===== src/rtl/instr_encoder.sv =====
`default_nettype none
// ============================================================================
// instr_encoder : packs decoded RV32I fields into 32-bit words with addresses
// Revision 1.0
// ============================================================================
module instr_encoder #(
  parameter logic [31:0] BASE_ADDR = 32'h0000_0000,
  parameter int unsigned ERR_W     = 16
) (
  input  logic             clk,
  input  logic             rst_n,
  input  logic             clear,
  input  logic             in_valid,
  output logic             in_ready,
  input  logic [2:0]       fmt,
  input  logic [6:0]       opcode,
  input  logic [4:0]       rd,
  input  logic [4:0]       rs1,
  input  logic [4:0]       rs2,
  input  logic [2:0]       funct3,
  input  logic [6:0]       funct7,
  input  logic [31:0]      imm,
  output logic             out_valid,
  input  logic             out_ready,
  output logic [31:0]      out_instr,
  output logic [31:0]      out_addr,
  output logic             out_err,
  output logic [ERR_W-1:0] err_count
);

  localparam logic [2:0]  FMT_R      = 3'd0;
  localparam logic [2:0]  FMT_I      = 3'd1;
  localparam logic [2:0]  FMT_S      = 3'd2;
  localparam logic [2:0]  FMT_B      = 3'd3;
  localparam logic [2:0]  FMT_U      = 3'd4;
  localparam logic [2:0]  FMT_J      = 3'd5;
  localparam logic [2:0]  FMT_ISHIFT = 3'd6;
  localparam logic [31:0] NOP_INSTR  = 32'h0000_0013;
  localparam logic [31:0] ADDR_STEP  = 32'd4;

  localparam logic [0:0] ST_EMPTY = 1'b0;
  localparam logic [0:0] ST_FULL  = 1'b1;

  logic [0:0]  state;
  logic [0:0]  state_nxt;
  logic        accept;
  logic        transfer;
  logic [31:0] next_addr;
  logic [31:0] enc_word;
  logic        enc_legal;
  logic        imm_hi11_same;
  logic        imm_hi12_same;
  logic        imm_hi20_same;

  // Sign-extension checks: the upper bits must all replicate the top kept bit.
  assign imm_hi11_same = (&imm[31:11]) || (~|imm[31:11]);
  assign imm_hi12_same = (&imm[31:12]) || (~|imm[31:12]);
  assign imm_hi20_same = (&imm[31:20]) || (~|imm[31:20]);

  always_comb begin
    enc_word  = '0;
    enc_legal = 1'b0;
    case (fmt)
      FMT_R: begin
        enc_word  = {funct7, rs2, rs1, funct3, rd, opcode};
        enc_legal = 1'b1;
      end
      FMT_I: begin
        enc_word  = {imm[11:0], rs1, funct3, rd, opcode};
        enc_legal = imm_hi11_same;
      end
      FMT_S: begin
        enc_word  = {imm[11:5], rs2, rs1, funct3, imm[4:0], opcode};
        enc_legal = imm_hi11_same;
      end
      FMT_B: begin
        enc_word  = {imm[12], imm[10:5], rs2, rs1, funct3, imm[4:1], imm[11], opcode};
        enc_legal = imm_hi12_same && !imm[0];
      end
      FMT_U: begin
        enc_word  = {imm[31:12], rd, opcode};
        enc_legal = (imm[11:0] == 12'd0);
      end
      FMT_J: begin
        enc_word  = {imm[20], imm[10:1], imm[11], imm[19:12], rd, opcode};
        enc_legal = imm_hi20_same && !imm[0];
      end
      FMT_ISHIFT: begin
        enc_word  = {funct7, imm[4:0], rs1, funct3, rd, opcode};
        enc_legal = (imm[31:5] == 27'd0);
      end
      default: begin
        enc_word  = '0;
        enc_legal = 1'b0;
      end
    endcase
  end

  assign accept   = in_valid && in_ready;
  assign transfer = out_valid && out_ready;

  always_ff @(posedge clk) begin
    if (!rst_n || clear) begin
      state <= ST_EMPTY;
    end else begin
      state <= state_nxt;
    end
  end

  always_comb begin
    state_nxt = state;
    case (state)
      ST_EMPTY: if (accept) state_nxt = ST_FULL;
      ST_FULL:  if (transfer && !accept) state_nxt = ST_EMPTY;
      default:  state_nxt = ST_EMPTY;
    endcase
  end

  // Only out_ready reaches in_ready combinationally; reset and clear gate it off.
  always_comb begin
    out_valid = (state == ST_FULL);
    in_ready  = rst_n && !clear && ((state == ST_EMPTY) || out_ready);
  end

  always_ff @(posedge clk) begin
    if (!rst_n) begin
      out_instr <= '0;
      out_addr  <= BASE_ADDR;
      out_err   <= 1'b0;
    end else if (accept) begin
      out_instr <= enc_legal ? enc_word : NOP_INSTR;
      out_addr  <= next_addr;
      out_err   <= !enc_legal;
    end
  end

  always_ff @(posedge clk) begin
    if (!rst_n || clear) begin
      next_addr <= BASE_ADDR;
      err_count <= '0;
    end else if (accept) begin
      next_addr <= next_addr + ADDR_STEP;
      if (!enc_legal && (err_count != {ERR_W{1'b1}})) begin
        err_count <= err_count + ERR_W'(1);
      end
    end
  end

endmodule
`default_nettype wire

===== config.mk =====
export PLATFORM = sky130hd
export DESIGN_NAME = instr_encoder
export DESIGN_NICKNAME = d
export VERILOG_FILES = /design/src/rtl/instr_encoder.sv
export SDC_FILE = /design/constraint.sdc
export NUM_CORES = 1
export LEC_CHECK = 0
export CAP_MARGIN = 20
export CORE_ASPECT_RATIO = 1.1
export CORE_MARGIN = 2
export CORE_UTILIZATION = 51
export DETAILED_ROUTE_END_ITERATION = 10
export GPL_TIMING_DRIVEN = 0
export MAX_ROUTING_LAYER = met4
export PLACE_DENSITY = 0.86
export REMOVE_ABC_BUFFERS = 1
export SETUP_SLACK_MARGIN = 0.15
export SLEW_MARGIN = 20
export SYNTH_ARGS = -nofsm -noshare
export SYNTH_HDL_FRONTEND = slang
export SYNTH_SLANG_ARGS = --single-unit

===== constraint.sdc =====
create_clock -name clk -period 3.4 [get_ports clk]
set_clock_uncertainty 0.2 [all_clocks]
set_input_delay 0.34 -clock clk [delete_from_list [all_inputs] [get_ports clk]]
set_output_delay 0.34 -clock clk [all_outputs]
set_load 0.02 [all_outputs]

### After elaboration in Yosys (flattened, before gate mapping)

Cells that the tools add are included.

* $add $sub $neg: 2
* multipliers: 0
* divide/modulo/power cells: 0
* magnitude comparators: 0
* equality and inequality tests: 7
* shifts and indexed selects: 0
* mux-type cells: 6
* bitwise operators: 1
* reduce and logical (&&, ||, !) cells: 32

Operator list (count)
* $pmux W32 S7: 1
* $add A32 B3 Y32 const B: 1
* $mux W32: 1
* $logic_not A27 Y1: 1
* $reduce_and A21 Y1: 1
* $reduce_or A21 Y1: 1
* $reduce_and A20 Y1: 1
* $reduce_or A20 Y1: 1
* $add A16 B1 Y16 const B: 1
* $ne A16 B16 Y1 const B: 1
* $logic_not A12 Y1: 1
* $reduce_and A12 Y1: 1
* $reduce_or A12 Y1: 1
* $eq A3 B3 Y1 const B: 3
* $logic_and A1 B1 Y1: 8
* $logic_not A1 Y1: 8
* $eq A3 B2 Y1 const B: 2
* $pmux W1 S6: 1
* $logic_or A1 B1 Y1: 5
* $eq A3 B1 Y1 const B: 1
* $logic_not A3 Y1: 1
* $mux W1: 2
* $pmux W1 S2: 1
* $reduce_and A2 Y1: 1
* other kinds (2): 2

* register bits: 114
* latch bits: 0
* bits in writable memories: 0
* bits in read-only memories: 0
* output and inout port bits: 83
* memories: 0

### Depth between registers and ports, before layout

* depth in word-level cells: 8
* gate-level depth with buffers: 11
* gate-level depth less buffers: 6

### Least setup slack after synthesis

No wires, ideal clock.

* path type: input to register
* start point: in fmt[2]
* end point: reg err_count[2]
* library setup time: 131 ps
* arrival: 2075 ps
* data required time: 3069 ps
* setup slack: 994 ps
* stages on the path: 11
* path buffers: 5
* cells stage by stage: buf_2 -> nor2b_1 -> buf_2 -> nand3b_1 -> a21oi_1 -> or4_1 -> buf_2 -> buf_6 -> buf_6 -> o311ai_1 -> o41ai_1

* longest elaborated chain between the ends: 6
* elaborated cells on any way between the ends: 12

Ends and longest elaborated chain
* from (decl): RTL line 15 `input logic [2:0] fmt,`
* $eq A3 B2 Y1 or $eq A3 B1 Y1 (tied branches): RTL line 63 `case (fmt)`
* $reduce_or A2 Y1 (no line)
* $pmux W1 S6 (*): RTL line 63
* $logic_not A1 Y1 (*): RTL line 143 `if (!enc_legal && (err_count != {ERR_W{1'b1}})) begin`
* $logic_and A1 B1 Y1 (*): RTL line 143
* $reduce_and A2 Y1 (no line) (*)
* to (signal assigned): RTL line 144 `err_count <= err_count + ERR_W'(1);`
* to (decl): RTL line 28 `output logic [ERR_W-1:0] err_count`

Every way passes the cells marked *; elsewhere a longest branch is shown, timed or not.
A chain may end at the register's enable or synchronous reset.

### Worst setup path in the final report

* start point: in fmt[1]
* end point: reg out_instr[0]

* longest elaborated chain between the ends: 4
* elaborated cells on any way between the ends: 11

Ends and longest elaborated chain
* $eq A3 B2 Y1 or $eq A3 B1 Y1 (tied branches): RTL line 63
* $reduce_or A2 Y1 (no line)
* $pmux W1 S6: RTL line 63
* $mux W32 (*): RTL line 131 `out_instr <= enc_legal ? enc_word : NOP_INSTR;`
* to (signal assigned): RTL line 131
* to (decl): RTL line 25 `output logic [31:0] out_instr,`

Marked as above.

==> summary by stage <==
Run status
The run finished with clean final reports.

Drt
The DRC violation count after routing is 0. The detailed-route via count is 5005. The number of DRC markers in iteration 0 is 247. Dividing the detail-routed wire length by the instance count gives 15.9 um. Once detail routing completed, the nets flagged for antenna violations numbered 0. The routed design has 13700 um of wire. After detailed routing, the number of vias per cell comes to 5.79. The total iterations of the first detailed-routing run is 7.

Global routing
Entering global routing, the biggest net connects 42 pins. The first global-routing pass estimated 22400 um of wire. The overall overflow remaining after global route is 0.

The via count of the first global-routing pass is 4825. The number of antenna violations at the first check in global routing was 0. In the global route stage, overall resource usage came out at 26.2%.

Setup path
The cell family with the largest share of critical-path delay is simple AND/OR/NAND/NOR gates. The kind of end point of the critical path is a flop. The delay of the slowest cell on the worst path is 580 ps.

The endpoint arrival time on the critical path is 3120 ps. The buffering stage count on the worst path with inverters included is 1. The worst setup path is of the in -> reg kind.

The signal on the critical path passes through clkdlybuf4s15_2 -> nor2b_2 -> nand3b_1 -> a311oi_1 -> or4_4 -> nand2_2 -> o221a_2. The nature of the critical path startpoint is a primary input. The largest fanout of any net on the critical path is 28. For the worst setup path, the data required time is 3450 ps.

The cell with the largest stage delay on the worst path is clkdlybuf4s15_2.

Placed design
The HPWL after detailed placement is 10000 um. The number of placed instances, taps included, is 848. The worst setup slack after placement is -1600 ps. In this run the tool buffered the top-level ports with 152 buffer cells. Routability-driven placement finished with a final weighted congestion of 0.918.

Floorplan
The initial core utilization is 52.0%. The die boundary width is 99.0 um. The core area is 0.00975 mm^2.

For this design the top-level I/O count stands at 155. The vertical die dimension is 109 um. The number of rows in the core area is 38. The floorplan step defined a die boundary enclosing 0.0108 mm^2.

Power
The net switching fraction of the power is 24.9%. The internal power of the cells totals 1.76 mW. Sequential cells account for 55.4% of the total power. In this run, the combinational gates consume 11.9% of the power. Of the total power, the clock network draws 32.7%. Across the VDD grid, the largest voltage drop is 283 uV. Power spread over the standard cell area amounts to 342 mW/mm^2. In this run the static leakage power is 2.31 nW. The switching component of the power is 586 uW. The design draws 2.35 mW.

Timing
The number of failing hold endpoints at the final stage came to 0. The period utilization is 90.3%. The highest attainable clock frequency is 326 MHz. The tightest slew margin relative to the limit is 51.6%. The worst hold slack is 258 ps. Setup repair after global routing left no endpoint under its margin. The final count of negative-setup-slack endpoints is 0.

For the finished layout, the period the worst path requires is 3070 ps. The final count of pins violating max slew came to 0. The worst path meets setup with 329 ps of slack.

At the pin with the least slew margin, the transition time is 726 ps. The total negative slack for setup checks is 0 ps.

Synth
The largest area contributor in the synthesized netlist is dfxtp_1. In this run the mean area of a mapped cell was 8.28 um^2. The most used flip-flop cell after synthesis is dfxtp_1. Among all cell types in the netlist, the one instantiated most often is nand2_1.

The share of the Yosys chip area taken by registers is 43.5%. The synthesized netlist occupies a cell area of 0.00507 mm^2. Counting every instance in the synthesized netlist gives 612. The portion of synthesized cell area occupied by the leading cell type is 43.5%. Yosys mapped the design onto 51 distinct sky130hd cell types. After synthesis, the share of flip-flops with an asynchronous set or reset is 0%. By count the netlist is led by nand2_1, dfxtp_1, nor2_1. The count of flip-flops with a built-in enable after synthesis is 0. The flip-flop and latch count after synthesis is 110.

The count of warnings emitted by yosys is 0. By area the synthesized netlist is led by dfxtp_1, nand2_1, a21boi_0.

Hold path
The tightest min-delay check is of the reg -> reg type.

Layout
Leaving out filler cells and counting taps, the final layout contains 864. At the end of the flow, the number of nets in the layout was 813. 0 antenna diodes ended up in the layout. The filler cell count in the final layout is 754. The post-route netlist has 5.51% of its cells at a drive strength greater than 1. The area overhead of the layout relative to synthesis is 35.4%.

Clock network
The clock net in this run drives a total of 110 sinks. TritonCTS built the clock tree. No sink is reached through more buffers than the 2 on the longest clock path. The deepest level of the CTS H-tree is 3. In this run the post-CTS setup repair buffer count came out at 0. The clock transition time at the flip-flop clock pins of the worst setup and hold paths is 100 ps.

Clock latency on the worst-skew pair, taken at its later pin, is 360 ps. The CTS buffer count is 9. The cell at the root of the clock tree is clkbuf_8.

Run
The number of maximum-capacitance violations is 0.
## worst paths after layout
path | from | endpoint | slack, ps | cells past startpoint
min reg2reg | out_instr[20] | out_instr[20] | 260 | 2
max | fmt[1] | out_instr[0] | 330 | 7
min | out_instr[20] | out_instr[20] | 260 | 2
max reg2reg | next_addr[2] | next_addr[24] | 1020 | 6
## through the flow
stage	instance area, um^2	utilization [%]
2_1_floorplan	4890	-
3_3_place_gp	6560	67.3
3_5_place_dp	6610	67.8
4_1_cts	6860	70.4
5_1_grt	6860	70.4
6_report	6860	70.4
## kinds of logic after synthesis
| group | count (synthesis) | share of synthesized area (%) |
|---|---|---|
| simple gates | 268 | 25.2 |
| compound gates | 143 | 18.9 |
| flops | 110 | 43.5 |
| buf+inv | 46 | 4.02 |
| xor+xnor | 21 | 3.63 |
| mux | 21 | 4.20 |
| fa+ha+maj | 2 | 0.494 |
| other cells | 1 | 0.0740 |
## area by class of cell
class,instances,area (um^2),area share [%]
Clock inverter,3,25.0,0.365
Timing Repair Buffer,155,1560,22.7
Multi-Input combinational cell,457,2740,39.9
Inverter,6,22.5,0.328
Tap cell,120,150,2.19
Sequential cell,110,2200,32.1
Clock buffer,13,169,2.46
## per-layer routing
layer / up-vias / GRT usage [%] / share of wire [%]
li1: 2442 / - / -
met1: 2318 / 29.2 / 40
met2: 211 / 45.5 / 50
met3: 34 / 5.75 / 6.8
met4: 0 / 10.9 / 2.7
met5: - / - / 0
## layout by cell type (no fill, tap or decap), drive strengths merged, types with 3 or more instances in the layout
master         netlist  routed
dfxtp              110     110
clkbuf              24      14
nand2              114     114
nand3b               3       3
a21oi               23      23
nor2                48      48
a311oi               3       3
and4                 5       5
xor2                17      17
nor3                 6       6
or4                  4       4
clkdlybuf4s50        0     148
o31ai                5       5
a32o                 4       4
xnor2                4       4
buf                 16       3
a211oi               5       5
mux2i               19      19
nand2b               5       5
nor2b                8       8
a221oi               4       4
nor4                10      10
nand3               20      20
a22oi               13      13
and3                 9       9
and2                 7       7
nand4               19      19
or3                  7       7
a21boi              30      30
o21ai               40      40
o41ai                3       3
inv                  5       6
o311ai               4       4
o221a                3       3
## registers in the layout, summed over array words and instances (netlist names)
register	flops
out_valid	1
err_count	16
next_addr	30
out_instr	32
out_addr	30
out_err	1
## worst register-to-register path, stage by stage (launching register included)
cell and delay (ps):
dfxtp_1 420, ha_1 310, nand4_1 220, nor4_2 670, nand3_1 200, xor2_1 180
nor2_1 60
## power groups by stage
stage,logic [mW],registers (mW),clock network (mW)
final,0.279,1.30,0.769
after global routing,0.299,1.30,0.830
after CTS,0.276,1.30,0.782
after detailed placement,0.273,1.33,0
after global placement,0.262,1.33,0
after floorplan,0.0979,1.34,0
## what timing repair did
| item | 4_1_cts | 5_1_grt |
|---|---|---|
| endpoints found under the setup margin | 109 | 46 |
| hold buffers | 0 | 0 |
| gates resized for setup | 18 | 4 |
No activity file was read; power rests on OpenSTA's default activity.
